File: src/rtl/ebus_dev_if.sv
// EBUS device-side signal bundle: EBOX request lines toward the device and
// the device's acknowledge, read data and PI request back toward the EBOX.
interface ebus_dev_if;
  logic [0:6]  ebusCS;
  logic [0:2]  ebusFunc;
  logic        ebusDemand;
  logic [0:35] EBUS;
  logic        ebusXfer;
  logic        DEVdrivingEBUS;
  logic [0:35] DEV_EBUS;
  logic [1:7]  piReq;

  // EBOX side: issues requests, observes acknowledge and read data
  modport master (
    output ebusCS, ebusFunc, ebusDemand, EBUS,
    input  ebusXfer, DEVdrivingEBUS, DEV_EBUS, piReq
  );

  // Device side: observes requests, returns acknowledge and read data
  modport slave (
    input  ebusCS, ebusFunc, ebusDemand, EBUS,
    output ebusXfer, DEVdrivingEBUS, DEV_EBUS, piReq
  );
endinterface

File: src/rtl/ebus_dev.sv
// Generic EBUS device responder. Answers CONO/CONI/DATAO/DATAI/PI-serve
// transfers for its controller select, queues DATAO words toward a local
// consumer, holds one DATAI word from a local producer and raises a PI
// request while input data is ready.
module ebus_dev #(
  parameter logic [0:6]  DEVNUM = 7'd4,
  parameter int          DEPTH  = 4,
  parameter logic [0:17] VECTOR = 18'o000040
) (
  input  logic        clk,
  input  logic        reset,
  ebus_dev_if.slave   bus,
  output logic [0:35] outData,
  output logic        outValid,
  input  logic        outReady,
  input  logic [0:35] inData,
  input  logic        inValid,
  output logic        inReady
);

  // DEPTH is restricted to 2 or 4, so pointers are 1 or 2 bits and wrap naturally
  localparam int              PW        = (DEPTH > 2) ? 2 : 1;
  localparam logic [2:0]      DEPTH_CNT = 3'(DEPTH);
  localparam logic [PW-1:0]   LAST_PTR  = PW'(DEPTH - 1);

  typedef enum logic [1:0] {
    IDLE  = 2'd0,
    ACK   = 2'd1,
    STALL = 2'd2,
    IGN   = 2'd3
  } stateType;

  stateType      state, nextState;

  logic [0:35]   fifoMem [DEPTH];
  logic [PW-1:0] wrPtr, rdPtr;
  logic [2:0]    count;

  logic [0:35]   holdReg;
  logic          holdFull;
  logic          done;
  logic [0:2]    piLevel;

  logic [0:35]   rdLatch;
  logic          isRead;

  logic          match, fifoFull, doPop, canPush, load, flush;
  logic          doPush, conoHit, dataiHit, capture, captureRead;
  logic [0:35]   captureData, coniWord;
  logic [1:7]    piNext;

  assign match    = bus.ebusDemand && (bus.ebusCS == DEVNUM);
  assign fifoFull = (count == DEPTH_CNT);
  assign outValid = (count != 3'd0);
  assign outData  = fifoMem[rdPtr];
  assign doPop    = outValid && outReady;
  // A pop in the same cycle frees the slot the push needs
  assign canPush  = !fifoFull || doPop;
  assign inReady  = !holdFull;
  assign load     = inValid && !holdFull;
  assign flush    = conoHit && bus.EBUS[31];
  assign coniWord = {27'd0, count, holdFull, fifoFull, done, piLevel};

  // State register
  always_ff @(posedge clk or posedge reset) begin
    if (reset) state <= IDLE;
    else       state <= nextState;
  end

  // Next-state decode and the one-shot side-effect strobes of each transfer
  always_comb begin
    nextState   = state;
    doPush      = 1'b0;
    conoHit     = 1'b0;
    dataiHit    = 1'b0;
    capture     = 1'b0;
    captureRead = 1'b0;
    captureData = 36'd0;
    case (state)
      IDLE: begin
        if (match) begin
          case (bus.ebusFunc)
            3'd0: begin
              nextState   = ACK;
              capture     = 1'b1;
              captureRead = 1'b1;
              captureData = coniWord;
            end
            3'd1: begin
              nextState = ACK;
              conoHit   = 1'b1;
              capture   = 1'b1;
            end
            3'd2: begin
              nextState   = ACK;
              dataiHit    = 1'b1;
              capture     = 1'b1;
              captureRead = 1'b1;
              captureData = holdReg;
            end
            3'd3: begin
              if (canPush) begin
                nextState = ACK;
                doPush    = 1'b1;
                capture   = 1'b1;
              end else begin
                nextState = STALL;
              end
            end
            3'd4: begin
              if (bus.piReq != 7'd0) begin
                nextState   = ACK;
                capture     = 1'b1;
                captureRead = 1'b1;
                captureData = {18'd0, VECTOR};
              end else begin
                nextState = IGN;
              end
            end
            default: nextState = IGN;
          endcase
        end else begin
          nextState = IDLE;
        end
      end
      ACK: begin
        if (!bus.ebusDemand) nextState = IDLE;
        else                 nextState = ACK;
      end
      STALL: begin
        if (!bus.ebusDemand) begin
          nextState = IDLE;
        end else if (canPush) begin
          nextState = ACK;
          doPush    = 1'b1;
          capture   = 1'b1;
        end else begin
          nextState = STALL;
        end
      end
      IGN: begin
        if (!bus.ebusDemand) nextState = IDLE;
        else                 nextState = IGN;
      end
      default: nextState = IDLE;
    endcase
  end

  // DATAO FIFO: flush beats push/pop; simultaneous push and pop keep the count
  always_ff @(posedge clk or posedge reset) begin
    if (reset) begin
      for (int i = 0; i < DEPTH; i++) fifoMem[i] <= 36'd0;
      wrPtr <= '0;
      rdPtr <= '0;
      count <= 3'd0;
    end else if (flush) begin
      wrPtr <= '0;
      rdPtr <= '0;
      count <= 3'd0;
    end else begin
      if (doPush) begin
        fifoMem[wrPtr] <= bus.EBUS;
        wrPtr <= (wrPtr == LAST_PTR) ? '0 : wrPtr + PW'(1);
      end
      if (doPop) begin
        rdPtr <= (rdPtr == LAST_PTR) ? '0 : rdPtr + PW'(1);
      end
      case ({doPush, doPop})
        2'b10:   count <= count + 3'd1;
        2'b01:   count <= count - 3'd1;
        default: count <= count;
      endcase
    end
  end

  // One-hot PI request for the programmed level while DONE is set
  always_comb begin
    piNext = 7'd0;
    if (done && (piLevel != 3'd0)) piNext = 7'b1000000 >> (piLevel - 3'd1);
    else                           piNext = 7'd0;
  end

  // Holding register, DONE and PI level; a producer load wins over a DATAI clear
  always_ff @(posedge clk or posedge reset) begin
    if (reset) begin
      holdReg   <= 36'd0;
      holdFull  <= 1'b0;
      done      <= 1'b0;
      piLevel   <= 3'd0;
      bus.piReq <= 7'd0;
    end else begin
      if (load) holdReg <= inData;
      if (load)                      holdFull <= 1'b1;
      else if (dataiHit && holdFull) holdFull <= 1'b0;
      if (load)                                              done <= 1'b1;
      else if ((dataiHit && holdFull) || (conoHit && bus.EBUS[32])) done <= 1'b0;
      if (conoHit) piLevel <= bus.EBUS[33:35];
      bus.piReq <= piNext;
    end
  end

  // Bus outputs lag entry to ACK by one edge and drop on the edge that sees demand low
  always_ff @(posedge clk or posedge reset) begin
    if (reset) begin
      rdLatch            <= 36'd0;
      isRead             <= 1'b0;
      bus.ebusXfer       <= 1'b0;
      bus.DEVdrivingEBUS <= 1'b0;
      bus.DEV_EBUS       <= 36'd0;
    end else begin
      if (capture) begin
        rdLatch <= captureData;
        isRead  <= captureRead;
      end
      bus.ebusXfer       <= (state == ACK) && bus.ebusDemand;
      bus.DEVdrivingEBUS <= (state == ACK) && bus.ebusDemand && isRead;
      bus.DEV_EBUS       <= ((state == ACK) && bus.ebusDemand && isRead) ? rdLatch : 36'd0;
    end
  end

endmodule
File: src/flat_wrapper.sv
// flat-port wrapper written by rule: the top's interface ports become plain ports
module ebus_dev_flat 
#(
  parameter logic [0:6]  DEVNUM = 7'd4,
  parameter int          DEPTH  = 4,
  parameter logic [0:17] VECTOR = 18'o000040
)
  (clk, reset, outData, outValid, outReady, inData, inValid, inReady, bus_ebusCS, bus_ebusFunc, bus_ebusDemand, bus_EBUS, bus_ebusXfer, bus_DEVdrivingEBUS, bus_DEV_EBUS, bus_piReq);
  ebus_dev_if bus_i ();
  input  logic clk;
  input  logic reset;
  output logic [0:35] outData;
  output logic outValid;
  input  logic outReady;
  input  logic [0:35] inData;
  input  logic inValid;
  output logic inReady;
  input wire logic [$bits(bus_i.ebusCS)-1:0] bus_ebusCS;
  input wire logic [$bits(bus_i.ebusFunc)-1:0] bus_ebusFunc;
  input wire logic [$bits(bus_i.ebusDemand)-1:0] bus_ebusDemand;
  input wire logic [$bits(bus_i.EBUS)-1:0] bus_EBUS;
  output wire logic [$bits(bus_i.ebusXfer)-1:0] bus_ebusXfer;
  output wire logic [$bits(bus_i.DEVdrivingEBUS)-1:0] bus_DEVdrivingEBUS;
  output wire logic [$bits(bus_i.DEV_EBUS)-1:0] bus_DEV_EBUS;
  output wire logic [$bits(bus_i.piReq)-1:0] bus_piReq;
  assign bus_i.ebusCS = bus_ebusCS;
  assign bus_i.ebusFunc = bus_ebusFunc;
  assign bus_i.ebusDemand = bus_ebusDemand;
  assign bus_i.EBUS = bus_EBUS;
  assign bus_ebusXfer = bus_i.ebusXfer;
  assign bus_DEVdrivingEBUS = bus_i.DEVdrivingEBUS;
  assign bus_DEV_EBUS = bus_i.DEV_EBUS;
  assign bus_piReq = bus_i.piReq;
  ebus_dev #(.DEVNUM(DEVNUM), .DEPTH(DEPTH), .VECTOR(VECTOR)) u_core (.clk(clk), .reset(reset), .bus(bus_i), .outData(outData), .outValid(outValid), .outReady(outReady), .inData(inData), .inValid(inValid), .inReady(inReady));
endmodule
File: config.mk
export PLATFORM = sky130hd
export DESIGN_NAME = ebus_dev_flat
export DESIGN_NICKNAME = d
export VERILOG_FILES = /design/src/rtl/ebus_dev_if.sv /design/src/rtl/ebus_dev.sv /design/src/flat_wrapper.sv
export SDC_FILE = /design/constraint.sdc
export NUM_CORES = 1
export LEC_CHECK = 0
export BUFFER_PORTS_ARGS = -buffer_cell sky130_fd_sc_hd__buf_2
export CORE_UTILIZATION = 61
export CTS_CLUSTER_SIZE = 24
export DETAILED_ROUTE_END_ITERATION = 10
export GPL_TIMING_DRIVEN = 0
export PLACE_DENSITY_LB_ADDON = 0.15
export SLEW_MARGIN = 5
export SYNTH_ARGS = -nofsm -noshare
export SYNTH_HDL_FRONTEND = slang
export SYNTH_SLANG_ARGS = --single-unit
File: constraint.sdc
create_clock -name clk -period 19.15 [get_ports clk]
set_input_delay 2.8725 -clock clk [delete_from_list [all_inputs] [get_ports clk]]
set_output_delay 2.8725 -clock clk [all_outputs]
set_load 0.01 [all_outputs]
==> flow_summary.ini, run 1 <==
[placed_design]
gp_congestion = 0.789
placed_cells = 1113
dpl_worst_slack_ps = 13660
hpwl_mm = 16.3
numPortBuffers = 166

[worst_hold_path]
hold_path.class = flop to flop
hp-start = u_core.rdLatch[4]$_DFFE_PP0P_

[status]
violations = design-rule violations
status = complete, but fails checks

[die]
io_pins = 170
die_w_microns = 139
start_util_pct = 63.0
die-area_sq_mm = 0.0193
rows = 49
core_region_area_sq_mm = 0.0182
die_h_microns = 139

[clock_network]
cts_hold_buf = 0
cts_tree = yes
clk_latency_ps = 530
cts_root_buf = clkbuf_16
post_cts_resized = 0
clock_sinks = 276
cts_setup_buffers = 0
htree_num_levels = 1
clockBufferDepth = 3
clk_pin_slew_worst_paths_ps = 60
cts_buffers = 27

[cells_and_area]
nFillCells = 1173
multiInputGateArea_sq_mm = 0.00431
fin_cells = 1164
layout-drive-gt1-share_pct = 47.0
seq_area_sq_mm = 0.00691
final_nets = 1008
syn_to_final_growth_pct = 17.7
utilization_pct = 74.1

[synth]
synthMuxAreaShare_pct = 26.0
yosys.area.top_type_share_pct = 60.2
synth_seq_cells = 276
synthFlopType = dfrtp_1
synth-xor-area-share_pct = 0.153
syn_area_sq_mm = 0.0115
synth.distinct_cells = 53
synth_most_common_cell = dfrtp_1
synth-simple-area-share_pct = 5.83
synth_edf_count = 0
synth_compound_area_share_pct = 4.63
yosysSeqAreaShare_pct = 60.2
ys_top_cells_by_count = dfrtp_1, mux2_2, and2_1
synth_area_leaders = dfrtp_1, mux2_2, mux4_2, mux2_1, and2_1
yosysTopAreaCell = dfrtp_1
syn_inst = 716
synth_top_family_by_area = multiplexers
synth_nets = 811
synthAdderAreaFrac_pct = 0.938
yosys_warnings = 0
avgSynthCellArea_sq_um = 16.0
synthArstFlopShare_pct = 100

[global_route]
antenna_found_initial = 3
grt.overflow.total = 0
grt_max_degree = 134
grt_pass1_wl_mm = 39.2
first_global_vias = 7595
grtUsageTotal_pct = 25.8

[critical_path]
critical_path_arrival_ps = 2590
r2r_start = u_core.state[0]$_DFF_PP0_
path_max_fanout = 10
slowest_stage = buf_1
startpoint = u_core.rdPtr[1]$_DFFE_PP0P_
worstSetupPathType = flop to output port
crit_required_ps = 16280
critPathLaunchType = flop
crit_family = buffers and inverters
path_buf_inv = 3
cp_cell_sequence = clkbuf_1, buf_1, mux4_2, buf_2
worst_setup_path_end_kind = output port
crit_path_max_incr_delay_ps = 630

[detailed_routing]
dr_total_vias = 6824
wl_mm = 23.8
ant_nets = 0
drc = 12
drt-wirelength-per-cell_microns = 20.5
viasPerCell = 5.86
detail_route.first_pass.iterations = 10
drtIter0Drc = 291

[sta]
fmax_ghz = 0.183
period_needed_ps = 5460
setup_viol = 0
hold_viol_final = 0
relSlewSlack_pct = 33.7
maxSlewViolCount = 0
rsz0062_at_grt = false
final.setup.tns_ps = 0
fin_worst_skew_ps = 18.3
hold_ws_ps = 479
worstMarginPinSlew_ps = 994
worst_slack_ps = 13690
period_share_pct = 28.5

[power]
powerDensity_mw_per_mm2 = 94.4
irDropWorstVdd_mv = 0.0838
cellLeakagePower_nw = 6.94

[run]
cap_violations = 0
-- layer usage --
layer / global-route usage, % / share of wire, % / vias up
met3: 5.52 / 5.6 / 34
met4: 6.84 / 1.7 / 2
met5: 0 / 0.042 / -
met2: 45.2 / 51 / 158
li1: - / - / 3018
met1: 32.6 / 42 / 3612
-- worst paths after layout --
| path | cells past startpoint | end | slack, ps |
|---|---|---|---|
| max | 4 | outData[16] | 13690 |
| min | 1 | u_core.bus.DEV_EBUS[4]$_DFF_PP0_ | 480 |
| max reg2reg | 9 | u_core.count[2]$_DFFE_PP0P_ | 16330 |
| min reg2reg | 1 | u_core.bus.DEV_EBUS[4]$_DFF_PP0_ | 480 |
| max in group asynchronous | 3 | u_core.fifoMem[130]$_DFFE_PP0P_ | 15940 |
| min in group asynchronous | 2 | u_core.bus.piReq[5]$_DFF_PP0_ | 2290 |
-- placed cells by master, fill, tap and decap left out, types with 4 or more instances in the layout --
master and instances:
a21oi_1 4, a21oi_4 4, a22o_1 23, a22o_2 6, and2_1 38, buf_1 4, buf_2 172, buf_4 14
clkbuf_1 22, clkbuf_16 27, clkbuf_8 8, dfrtp_1 276, ha_1 7, inv_1 6, mux2_1 34, mux2_2 151
mux2i_1 9, mux4_2 36, nand2_1 8, nand3_1 4, nor2_1 15, o21ai_0 4, o2bb2ai_1 8
-- cell families after synthesis --
kind of cell / after synthesis
AO/OA/AOI/OAI: 58
multiplexers: 230
buffers and inverters: 45
XOR/XNOR: 2
AND/OR/NAND/NOR: 97
adder cells (fa/ha/maj): 8
flip-flops: 276
-- registers in the layout (all words and copies together), names as in the netlist --
signal                     flops
u_core.isRead                  1
u_core.bus.ebusXfer            1
u_core.piLevel                 3
u_core.fifoMem               144
u_core.wrPtr                   2
u_core.bus.DEV_EBUS           36
u_core.bus.piReq               7
u_core.count                   3
u_core.holdReg                36
u_core.holdFull                1
u_core.rdPtr                   2
u_core.state                   2
u_core.done                    1
u_core.bus.DEVdrivingEBUS      1
u_core.rdLatch                36
-- layout make-up --
cell class / count / area share (%)
inverter: 7 / 0.250
sequential: 276 / 51.2
buffer: 38 / 1.67
antenna: 1 / 0.0185
clock buffer: 46 / 6.13
clock inverter: 4 / 0.176
multi-input combinational: 395 / 31.9
tap: 229 / 2.12
timing repair buffer: 168 / 6.56
-- power by group --
part           internal (mW)  total [mW]  switching (mW)
clock network          0.292       0.504           0.212
logic                 0.0676       0.155          0.0878
registers              0.599       0.615          0.0153
-- metrics by stage --
stage	area [sq um]	total power, mW
2_1_floorplan	11500	0.731
3_3_place_gp	12600	0.772
3_5_place_dp	12600	0.781
4_1_cts	13500	1.29
5_1_grt	13500	1.32
6_report	13500	1.27
-- worst register-to-register path: cells and delay by family (launching register included) --
family,cells,cell delay [ps]
adders and majority gates,2,670
and+or+nand+nor,3,860
buffers and inverters,1,90
AOI/OAI and AO/OA,2,510
xor gates and xnor gates,1,140
DFF,1,470
(Power assumes the default switching activity.)
==> run 2: changes to the inputs <==
- CORE_UTILIZATION: 61 -> 57
- clock period: 19.15 -> 5.3 ns (I/O delays scaled with it)
==> run 2 against run 1 <==
The flow now finishes without violations. Utilization fell by 4.1 points. Sequential share of layout area fell by 0.82 points. Final cell count grew 3.6%. Combinational power grew to 3.7 times the previous value. Clock skew fell by 12 ps. Routed wire length barely moved. Die area rose by 6.9%. First-iteration DRC count down 13%. Non-clock buffer count grew 5. Critical path type unchanged. Largest cell class unchanged.
==> flow_summary.ini, run 2 (synthesized netlist as in run 1, its figures left out) <==
[status]
status = complete, no violations

[global_route]
grt_max_degree = 45
grtUsageTotal_pct = 24.2
first_global_vias = 7396
antenna_found_initial = 0
grt.overflow.total = 0
grt_pass1_wl_mm = 38.4

[die]
core_region_area_sq_mm = 0.0196
die_h_microns = 144
die_w_microns = 144
rows = 51
die-area_sq_mm = 0.0207
start_util_pct = 58.5
io_pins = 170

[power]
cellLeakagePower_nw = 7.02
powerDensity_mw_per_mm2 = 348
irDropWorstVdd_mv = 0.290
finalPower_mw = 4.77

[critical_path]
slowest_stage = clkbuf_1
worst_setup_path_end_kind = output port
path_max_fanout = 10
crit_family = buffers and inverters
worstSetupPathType = flop to output port
crit_path_frequent_cell = clkbuf_1
crit_path_max_incr_delay_ps = 690
reg2reg_slack_ps = 2410
critPathLaunchType = flop
critical_path_arrival_ps = 2710
path_buf_inv = 3
crit_required_ps = 4510
cp_cell_sequence = clkbuf_1, clkbuf_1, mux4_2, buf_2

[clock_network]
cts_hold_buf = 0
clockBufferDepth = 3
clock_sinks = 276
cts_buffers = 29
clk_pin_slew_worst_paths_ps = 60
htree_num_levels = 1
post_cts_resized = 0
cts_root_buf = clkbuf_16
cts_setup_buffers = 0
cts_tree = yes
clk_latency_ps = 520

[sta]
period_needed_ps = 3510
hold_ws_ps = 328
rsz0062_at_grt = false
relSlewSlack_pct = 38.5
hold_viol_final = 0
fin_worst_skew_ps = 6.52
fmax_ghz = 0.285
setup_viol = 0
period_share_pct = 66.1
worstMarginPinSlew_ps = 922
maxSlewViolCount = 0
final.setup.tns_ps = 0

[cells_and_area]
final_common_cell = dfrtp_1
largest_reg_flops = 144
final_cell_mix = dfrtp_1, buf_2, mux2_2
utilization_pct = 70.0
final_nets = 1015
top_register = u_core.fifoMem
diodes = 0
layout-drive-gt1-share_pct = 48.0
syn_to_final_growth_pct = 19.6

[run]
cap_violations = 0

[worst_hold_path]
hold_path.class = input pin to asynchronous set/reset pin

[placed_design]
gp_congestion = 0.813
hpwl_mm = 16.8
numPortBuffers = 166

[detailed_routing]
drt-wirelength-per-cell_microns = 19.8
dr_total_vias = 6819
detail_route.first_pass.iterations = 4
drtIter0Drc = 253
drc = 0
ant_nets = 0
wl_mm = 23.8
viasPerCell = 5.65
==> run 2: final timing paths <==
| path | start | to | depth (start not counted) |
|---|---|---|---|
| setup / recovery | u_core.rdPtr[1]$_DFFE_PP0P_ | outData[9] | 4 |
| hold / removal | reset | u_core.piLevel[0]$_DFFE_PP0P_ | 2 |
| setup reg to reg | u_core.state[0]$_DFF_PP0_ | u_core.count[2]$_DFFE_PP0P_ | 9 |
| hold reg to reg | u_core.rdLatch[13]$_DFFE_PP0P_ | u_core.bus.DEV_EBUS[13]$_DFF_PP0_ | 1 |
| max in group asynchronous | reset | u_core.fifoMem[28]$_DFFE_PP0P_ | 5 |
| min in group clk | u_core.rdLatch[13]$_DFFE_PP0P_ | u_core.bus.DEV_EBUS[13]$_DFF_PP0_ | 1 |
==> run 2: area by class of cell <==
type | instances | area [sq um]
tap | 265 | 332
fill | 1377 | 5870
clock buffer | 40 | 827
sequential | 276 | 6910
clock inverter | 12 | 119
inverter | 7 | 30.0
timing repair buffer | 173 | 971
buffer | 38 | 225
multi-input combinational | 395 | 4310
==> run 2: metrics by stage <==
| stage | instance area (sq um) | worst slack, ps | instances |
|---|---|---|---|
| 2_1_floorplan | 11500 | 854 | 716 |
| 3_3_place_gp | 12600 | -288 | 1147 |
| 3_5_place_dp | 12800 | 1830 | 1154 |
| 4_1_cts | 13700 | 1850 | 1206 |
| 5_1_grt | 13700 | 1710 | 1206 |
| 6_report | 13700 | 1790 | 1206 |
==> run 2: worst reg2reg max path, stage by stage, from the launching register on <==
cell and delay, ps:
dfrtp_1 470, nor4_4 330, nand4_4 240, a21oi_1 380, inv_1 80, ha_1 240
fa_1 440, xnor2_1 150, or3_1 320, a21oi_1 160
==> run 2: report_power, final <==
| part | switching, mW | leakage (nW) | internal [mW] | total, mW |
|---|---|---|---|---|
| clock network | 0.797 | 0.466 | 1.18 | 1.98 |
| logic | 0.323 | 2.77 | 0.250 | 0.574 |
| registers | 0.0525 | 3.78 | 2.17 | 2.22 |
==> run 2: layer usage <==
metal / vias up / wire (microns) / track usage [%]
met2: 168 / 11900 / 40.7
met3: 34 / 1170 / 4.57
met5: - / 0 / 0
met4: 0 / 445 / 7.11
met1: 3580 / 10300 / 32.1
li1: 3037 / - / -
==> run 3: changes to the inputs <==
- ABC_AREA: not set -> 1
- CORE_UTILIZATION: 57 -> 52
- clock period: 5.3 -> 3.2 ns (I/O delays scaled with it)
==> run 3 against run 2 <==
First-iteration DRC count increased to 2.9 times the previous value. Power grew 92%. Flip-flop and latch count is the same. Non-clock buffer count grew 56. Worst setup slack lost 1600 ps. Critical path type unchanged. Synthesized cell count is 92% higher. Register-to-register slack worse by 2000 ps. Highest routed layer is now met5. Largest power group unchanged. Area after synthesis rose by 5.5%. Final cell count rose by 57%.
==> flow_summary.ini, run 3 <==
[critical_path]
crit_required_ps = 2720
critPathLaunchType = flop
slowest_stage = clkbuf_1
crit_path_max_incr_delay_ps = 390
crit_family = buffers and inverters
critical_path_arrival_ps = 2510
path_max_fanout = 10
r2r_start = u_core.state[1]$_DFF_PP0_
worstSetupPathType = flop to output port
path_buf_inv = 4
crit_path_frequent_cell = clkbuf_1
startpoint = u_core.rdPtr[1]$_DFFE_PP0P_
reg2reg_slack_ps = 370
cp_cell_sequence = clkbuf_1, inv_2, clkbuf_1, o21ai_0, o22ai_1, buf_2
worst_setup_path_end_kind = output port

[cells_and_area]
diodes = 0
layout-drive-gt1-share_pct = 19.5
final_common_cell = nand2_1
nFillCells = 2005
multiInputGateArea_sq_mm = 0.00440
seq_area_sq_mm = 0.00691
fin_cells = 1892
top_register = u_core.fifoMem
final_cell_mix = nand2_1, dfrtp_1, nand3_1
final_nets = 1680
syn_to_final_growth_pct = 19.3
largest_reg_flops = 144

[clock_network]
clk_latency_ps = 550
cts_root_buf = clkbuf_16
cts_buffers = 29
clock_sinks = 276
clockBufferDepth = 3
htree_num_levels = 1
clk_pin_slew_worst_paths_ps = 60
cts_tree = yes

[sta]
period_share_pct = 93.6
rsz0062_at_grt = false
hold_viol_final = 0
maxSlewViolCount = 0
fmax_ghz = 0.334
period_needed_ps = 2990
setup_viol = 0
worst_slack_ps = 206
fin_worst_skew_ps = 17.7
worstMarginPinSlew_ps = 701
final.setup.tns_ps = 0
relSlewSlack_pct = 53.1
hold_ws_ps = 157

[detailed_routing]
dr_wl_met2_mm = 15.3
drc = 0
viasPerCell = 5.35
wl_met1_mm = 13.4
detail_route.first_pass.iterations = 6
ant_nets = 0
wl_mm = 31.7
drt-wirelength-per-cell_microns = 16.7
highest_layer = met5
drtIter0Drc = 734
wl_met3_mm = 2.20
dr_total_vias = 10131

[placed_design]
dpl_worst_slack_ps = 39.1
gp_congestion = 0.866
numPortBuffers = 169
placed_cells = 1838
hpwl_mm = 22.2

[synth]
synth_seq_cells = 276
synthArstFlopShare_pct = 100
syn_area_sq_mm = 0.0121
synthFlopType = dfrtp_1
avgSynthCellArea_sq_um = 8.79
yosysSeqAreaShare_pct = 57.1
syn_inst = 1376
synth.distinct_cells = 28
synth_nets = 1471
synth_most_common_cell = nand2_1
synth_edf_count = 0
yosys_warnings = 0
ys_top_cells_by_count = nand2_1, dfrtp_1, nand3_1
synth_area_leaders = dfrtp_1, nand2_1, nand3_1, nor2_1, o21ai_0
yosys.area.top_type_share_pct = 57.1
yosysTopAreaCell = dfrtp_1

[power]
combPwrFrac_pct = 23.7
powerDensity_mw_per_mm2 = 636
cellLeakagePower_nw = 7.83
power_frac_seq_pct = 40.0
internal-power_mw = 6.29
p_sw_mw = 2.88
irDropWorstVdd_mv = 0.380
clkPwrFrac_pct = 36.3
switching_share_pct = 31.4

[global_route]
first_global_vias = 9942
grt_max_degree = 42
grt_pass1_wl_mm = 51.7
antenna_found_initial = 1
grt.overflow.total = 0
grtUsageTotal_pct = 27.4

[die]
die_h_microns = 155
die_w_microns = 155
rows = 55
die-area_sq_mm = 0.0239
io_pins = 170
core_region_area_sq_mm = 0.0227
start_util_pct = 53.3

[worst_hold_path]
hold_path.class = input pin to flop
hp-start = inData[20]

[status]
status = complete, no violations

[run]
cap_violations = 0
-- run 3: changes by cell type after synthesis, sizes merged, moves of 27 or more --
cell    before  now
nor2        15  145
nand3        4  207
nand2        8  369
nand4        3   30
o21ai        4   81
mux4        36    0
and2        38    0
o22ai        0   43
mux2       185   27
clkbuf      11   48
inv          7   81
a22o        29    0
-- run 3: path summary, 6_finish.rpt --
| kind | endpoint | depth (start not counted) |
|---|---|---|
| min in group asynchronous | u_core.bus.piReq[6]$_DFF_PP0_ | 3 |
| max reg2reg | u_core.count[2]$_DFFE_PP0P_ | 14 |
| min | u_core.holdReg[20]$_DFFE_PP0P_ | 2 |
| min reg2reg | u_core.fifoMem[80]$_DFFE_PP0P_ | 2 |
| max in group asynchronous | u_core.fifoMem[8]$_DFFE_PP0P_ | 6 |
| max | outData[26] | 6 |
-- run 3: power groups by stage --
stage | logic [mW] | registers, mW | clock network (mW)
global placement | 2.11 | 3.73 | 0
CTS | 2.17 | 3.67 | 3.39
finish | 2.17 | 3.67 | 3.33
floorplan | 1.29 | 3.72 | 0
global route | 2.41 | 3.69 | 3.52
detailed placement | 2.17 | 3.73 | 0
-- run 3: timing repair --
action / CTS / global route
endpoints found under the setup margin: 0 / 2
resized for setup: 0 / 1
endpoints found under the hold margin: 16 / 0
buffers inserted: 0 / 0
hold buffers: 1 / 0
-- run 3: routing by layer --
layer | up-vias | GRT usage (%)
li1 | 4909 | -
met1 | 4840 | 36.2
met2 | 334 | 46.6
met3 | 46 | 4.71
met4 | 2 | 7.45
met5 | - | 0
-- run 3: logic make-up after synthesis --
kind of cell    Yosys count  synth area share [%]
buf+inv                 170                  6.53
compound gates          138                  6.20
fa+ha+maj                 8                 0.889
simple gates            757                  26.8
mux                      27                  2.51
flops                   276                  57.1
-- run 3: cell type report --
type	count	area share [%]
Buffer	89	3.36
Clock buffer	44	6.11
Clock inverter	9	0.511
Inverter	81	2.13
Multi-Input combinational cell	930	30.5
Sequential cell	276	47.8
Tap cell	285	2.47
Timing Repair Buffer	178	7.09
-- run 3: through the flow --
stage / total power [mW] / area [sq um] / util, %
floorplan: 5.01 / 12100 / -
global placement: 5.85 / 13300 / 58.6
detailed placement: 5.90 / 13500 / 59.3
CTS: 9.23 / 14400 / 63.6
global route: 9.62 / 14400 / 63.6
finish: 9.18 / 14400 / 63.6
